### config.mk
export PLATFORM = sky130hd
export DESIGN_NAME = pc_gen
export DESIGN_NICKNAME = d
export VERILOG_FILES = /design/src/rtl/pc_gen.sv
export SDC_FILE = /design/constraint.sdc
export NUM_CORES = 1
export LEC_CHECK = 0
export CORE_MARGIN = 5
export CORE_UTILIZATION = 50
export CTS_BUF_LIST = sky130_fd_sc_hd__clkbuf_8 sky130_fd_sc_hd__clkbuf_16
export DETAILED_ROUTE_END_ITERATION = 6
export PLACE_DENSITY_LB_ADDON = 0.2
export REMOVE_ABC_BUFFERS = 1
export SYNTH_ARGS = -nofsm -noshare
export SYNTH_HDL_FRONTEND = slang
export SYNTH_SLANG_ARGS = --single-unit
### constraint.sdc
create_clock -name clk -period 2.7 [get_ports clk]
set_clock_uncertainty 0.2 [all_clocks]
set_input_delay 0.675 -clock clk [delete_from_list [all_inputs] [get_ports clk]]
set_output_delay 0.675 -clock clk [all_outputs]
set_load 0.1 [all_outputs]
### src/rtl/pc_gen.sv
// Fetch-stage program counter with prioritised redirects, an EPC register,
// a one-entry pending-redirect buffer and a BOOT/RUN/HALT fetch-valid FSM.
module pc_gen #(
  parameter int                WIDTH      = 32,
  parameter logic [WIDTH-1:0]  RESET_VEC  = 32'h0000_3000,
  parameter logic [WIDTH-1:0]  EXC_VEC    = 32'h0000_4180,
  parameter int                STEP       = 4,
  parameter int                ALIGN_BITS = 2
) (
  input  logic             clk,
  input  logic             reset,
  input  logic             stall,
  input  logic             redir_en,
  input  logic [WIDTH-1:0] redir_pc,
  input  logic             exc_en,
  input  logic [WIDTH-1:0] exc_epc,
  input  logic             eret_en,
  input  logic             halt_req,
  output logic [WIDTH-1:0] pc,
  output logic             pc_valid,
  output logic [WIDTH-1:0] epc,
  output logic             pend_valid,
  output logic             misalign
);

  localparam logic [WIDTH-1:0] ALIGN_MASK = (WIDTH'(1) << ALIGN_BITS) - WIDTH'(1);

  typedef enum logic [1:0] {
    BOOT = 2'd0,
    RUN  = 2'd1,
    HALT = 2'd2
  } state_t;

  state_t           state, state_nxt;
  logic [WIDTH-1:0] pc_nxt, epc_nxt, pend_pc, pend_pc_nxt;
  logic             pend_valid_nxt, misalign_nxt;
  logic [WIDTH-1:0] target;
  logic             load_target;

  always_ff @(posedge clk or negedge reset) begin
    if (!reset) begin
      state      <= BOOT;
      pc         <= RESET_VEC;
      epc        <= '0;
      pend_pc    <= '0;
      pend_valid <= 1'b0;
      misalign   <= 1'b0;
    end else begin
      state      <= state_nxt;
      pc         <= pc_nxt;
      epc        <= epc_nxt;
      pend_pc    <= pend_pc_nxt;
      pend_valid <= pend_valid_nxt;
      misalign   <= misalign_nxt;
    end
  end

  // A live redirect is preferred over the buffered one; both go through the
  // same alignment trap when actually applied.
  always_comb begin
    state_nxt      = state;
    pc_nxt         = pc;
    epc_nxt        = epc;
    pend_pc_nxt    = pend_pc;
    pend_valid_nxt = pend_valid;
    misalign_nxt   = 1'b0;
    target         = redir_en ? redir_pc : pend_pc;
    load_target    = 1'b0;

    unique case (state)
      BOOT: state_nxt = RUN;
      RUN: begin
        if (exc_en) begin
          pc_nxt         = EXC_VEC;
          epc_nxt        = exc_epc;
          pend_valid_nxt = 1'b0;
        end else if (eret_en) begin
          pc_nxt         = epc;
          pend_valid_nxt = 1'b0;
        end else if (stall) begin
          if (redir_en) begin
            pend_pc_nxt    = redir_pc;
            pend_valid_nxt = 1'b1;
          end
        end else if (halt_req) begin
          state_nxt = HALT;
        end else if (redir_en || pend_valid) begin
          load_target = 1'b1;
        end else begin
          pc_nxt = pc + WIDTH'(STEP);
        end

        if (load_target) begin
          pend_valid_nxt = 1'b0;
          if ((target & ALIGN_MASK) != '0) begin
            pc_nxt       = EXC_VEC;
            epc_nxt      = target;
            misalign_nxt = 1'b1;
          end else begin
            pc_nxt = target;
          end
        end
      end
      HALT: begin
        if (exc_en) begin
          pc_nxt         = EXC_VEC;
          epc_nxt        = exc_epc;
          pend_valid_nxt = 1'b0;
          state_nxt      = RUN;
        end
      end
      default: state_nxt = BOOT;
    endcase
  end

  // Fetch-valid is a decode of the state register only, so no input reaches it combinationally.
  assign pc_valid = (state == RUN);

endmodule

==> summary.md <==
| Metric | Value |
|---|---|
| Iter 0 DRT Violations | `404` |
| Final antenna-violating net count | `0` |
| Vias in the first global route | `5,470` |
| Global-route wire length before repair | `29,300 um` |
| Core area | `10,900 um2` |
| IO Pins | `138` |
| Gates resized, CTS repair | `0` |
| DRT Pass-1 Iters | `7` |
| Routed via count | `5,361` |
| Detail Placement HPWL | `13,500 um` |
| TritonCTS buffer count | `9` |
| Register bit total from synthesis | `100` |
| Mean routed wirelength per cell | `21.5 um` |
| Routability Congestion | `0.952` |
| Data arrival time of the worst path | `2.59 ns` |
| Clock tree sinks | `100` |
| Setup CP Type | `primary input to flop` |
| Count of cell types in the netlist | `66` |
| # H-tree levels | `3` |
| Die X | `116 um` |
| Initial core utilization | `51.5%` |
| Post-Syn Area | `5630 um2` |
| Fraction of layout cells with a size suffix above 1 | `27.2%` |
| Leak Pwr | `3.27 nW` |
| CTS tree | `built` |
| Setup ws final | `0.173 ns` |
| Total grt overflow | `0` |
| Diodes inserted | `0` |
| Critical Path End Type | `flop` |
| Vias/cell | `6.23` |
| Synthesis-to-layout area growth | `36.4%` |
| Overall die area | `13,500 um2` |
| Number of synthesized flops with an enable pin | `0` |
| Ys flop type | `dfrtp_1` |
| Status | `completed` |
| Min Tclk post-route | `2.53 ns` |
| Max FO, Critical Path | `16` |
| Worst min-delay path category | `primary input to async pin` |
| Fmax | `396 MHz` |
| Mapped Cells | `545` |
| CP Launch Type | `primary input` |
| Final setup fails | `0` |
| Worst-Margin Slew | `0.663 ns` |
| CTS Root Buffer Type | `clkbuf_16` |
| # port buffers | `137` |
| Synth Area per Inst | `10.3 um2` |
| Power Total | `10.7 mW` |
| RR Endpoint | `pc[23]` |
| Launching point of the worst reg2reg path | `pc[4]` |
| Seq/Total Area, Yosys | `44.5%` |
| Flop2flop setup slack | `0.28 ns` |
| Placement Setup Slack | `-0.154 ns` |
| Reg clk slew, reported paths | `0.07 ns` |
| DRT Wirelength | `18,500 um` |
| Post-CTS Setup Bufs | `0` |
| VDD IR max | `1.20 mV` |
| Final hold violation count | `0` |
| Initial antenna violation count | `0` |
| Nets | `791` |
| Worst EP required | `2.76 ns` |
| R2R depth | `5` |
| Filler cells | `853` |
| Max clock buf depth | `2` |
| PwrDens | `1400 nW/um2` |
| Hold_buf cts | `0` |
| Ys Warns | `0` |
| DRC | `0` |
| Pin count of the biggest net entering global routing | `101` |
| Post-route cell area | `7690 um2` |
| Final worst-path cycle share | `93.6%` |
| Worst slew margin | `55.4%` |
| Die Height | `116 um` |
| Placement Rows | `38` |
| Clk Latency, worst-skew pair | `0.34 ns` |
| Tot GR Track Use | `28.0%` |
| Slew Viols, Final | `0` |
| Placed cell area | `7380 um2` |
| Ys async rst share | `100%` |
| Maxcap violations | `0` |
| RSZ-0062 raised after global routing | `no` |
==> synth_stat cells, types with 3 or more instances <==
library cell | n | area (um2)
nor3_1 | 9 | 45.0
o2bb2ai_1 | 15 | 131
a22oi_1 | 17 | 128
o2111ai_1 | 3 | 26.3
and3_1 | 10 | 62.6
a22o_1 | 13 | 114
o21ai_1 | 4 | 20.0
mux2_2 | 26 | 293
inv_1 | 9 | 33.8
ha_1 | 5 | 62.6
a21oi_1 | 26 | 130
clkbuf_1 | 24 | 90.1
xnor2_1 | 13 | 114
and4_1 | 5 | 43.8
buf_2 | 10 | 50.1
nand3_1 | 12 | 60.1
a2bb2oi_1 | 27 | 236
o21ai_0 | 22 | 110
o221ai_1 | 4 | 35.0
and2_1 | 3 | 18.8
or2_2 | 3 | 18.8
a211oi_1 | 4 | 30.0
nor4_1 | 4 | 25.0
o22ai_1 | 17 | 106
xor2_1 | 8 | 70.1
mux2i_1 | 24 | 240
o221ai_2 | 6 | 90.1
nor2_1 | 36 | 135
o211ai_1 | 3 | 22.5
nand2b_1 | 3 | 18.8
nand2_1 | 22 | 82.6
buf_4 | 3 | 22.5
dfrtp_1 | 98 | 2450
or3_1 | 4 | 25.0
nand4_1 | 14 | 87.6
==> power breakdown <==
part | switching, mW | leakage [nW] | internal (mW)
Sequential | 0.659 | 1.20 | 2.16
Combinational | 4.65 | 1.93 | 1.95
Clock | 0.583 | 0.144 | 0.743
Total | 5.89 | 3.27 | 4.86
==> cell type report <==
type / instances / area, um2 / share of cell area, %
sequential: 100 / 2500 / 32.6
tap: 140 / 175 / 2.28
multi-input combinational: 397 / 2930 / 38.1
clock inverter: 6 / 63.8 / 0.830
clock buffer: 10 / 239 / 3.11
timing repair buffer: 198 / 1740 / 22.7
inverter: 9 / 33.8 / 0.440
==> critical path, stage by stage <==
cell,delay [ns]
clkdlybuf4s50_1,0.47
nor2_2,0.28
and3_1,0.29
nand3b_2,0.22
a21boi_4,0.28
buf_12,0.19
a2bb2oi_1,0.17
==> through the flow <==
stage / cells / setup TNS, ns / hold slack (ns) / util [%]
floorplan: 506 / -23.44 / 0.179 / -
CTS: 860 / 0 / 0.222 / 70.3
global route: 860 / 0 / 0.224 / 70.3
detailed placement: 844 / -5.03 / 0.293 / 67.5
finish: 860 / 0 / 0.176 / 70.3
global placement: 844 / -3.98 / 0.286 / 67.5
==> state kept, by name (all words and copies together), names as in the netlist <==
register / count
epc: 32
pc: 32
pend_pc: 32
state: 2
misalign: 1
pend_valid: 1
==> metal layers <==
layer	track usage [%]	wire length [um]
met1	38.9	7810
met3	4.25	1380
met2	46.0	9080
met5	0	0
met4	7.50	224
==> cell usage in the layout, fill, tap and decap left out, types with 5 or more instances in the layout <==
cell / instances
nand3_1: 12
o2bb2ai_1: 15
nand4_1: 14
clkdlybuf4s50_1: 68
a22oi_1: 17
clkbuf_16: 9
mux2i_1: 24
a21oi_1: 26
a22o_1: 13
a2bb2oi_1: 27
xor2_1: 8
nor3_1: 9
and3_1: 10
inv_1: 9
o221ai_2: 6
buf_4: 122
mux2_2: 26
ha_1: 5
and4_1: 5
nand2_1: 22
nor2_1: 36
o22ai_1: 17
xnor2_1: 13
dfrtp_1: 98
o21ai_0: 22
buf_12: 7
==> cells by family after synthesis <==
kind of cell,after synthesis,synth area share (%)
xor gates and xnor gates,21,3.26
buffers and inverters,48,3.64
adders and majority gates,5,1.11
DFF,100,44.5
AOI/OAI and AO/OA,182,24.4
muxes,50,9.46
and+or+nand+nor,139,13.7
==> how the worst max path moves through the flow <==
stage / slack, ns / cells after the start / end / start
6_report: 0.17 / 7 / epc[30] / halt_req
5_1_grt: 0.07 / 7 / epc[5] / stall
4_1_cts: 0.19 / 8 / epc[6] / exc_en
3_5_place_dp: -0.15 / 8 / epc[5] / exc_en
3_3_place_gp: -0.14 / 8 / epc[12] / exc_en
2_1_floorplan: -0.63 / 5 / pend_pc[0] / state[1]
No activity file was read; power rests on OpenSTA's default activity.
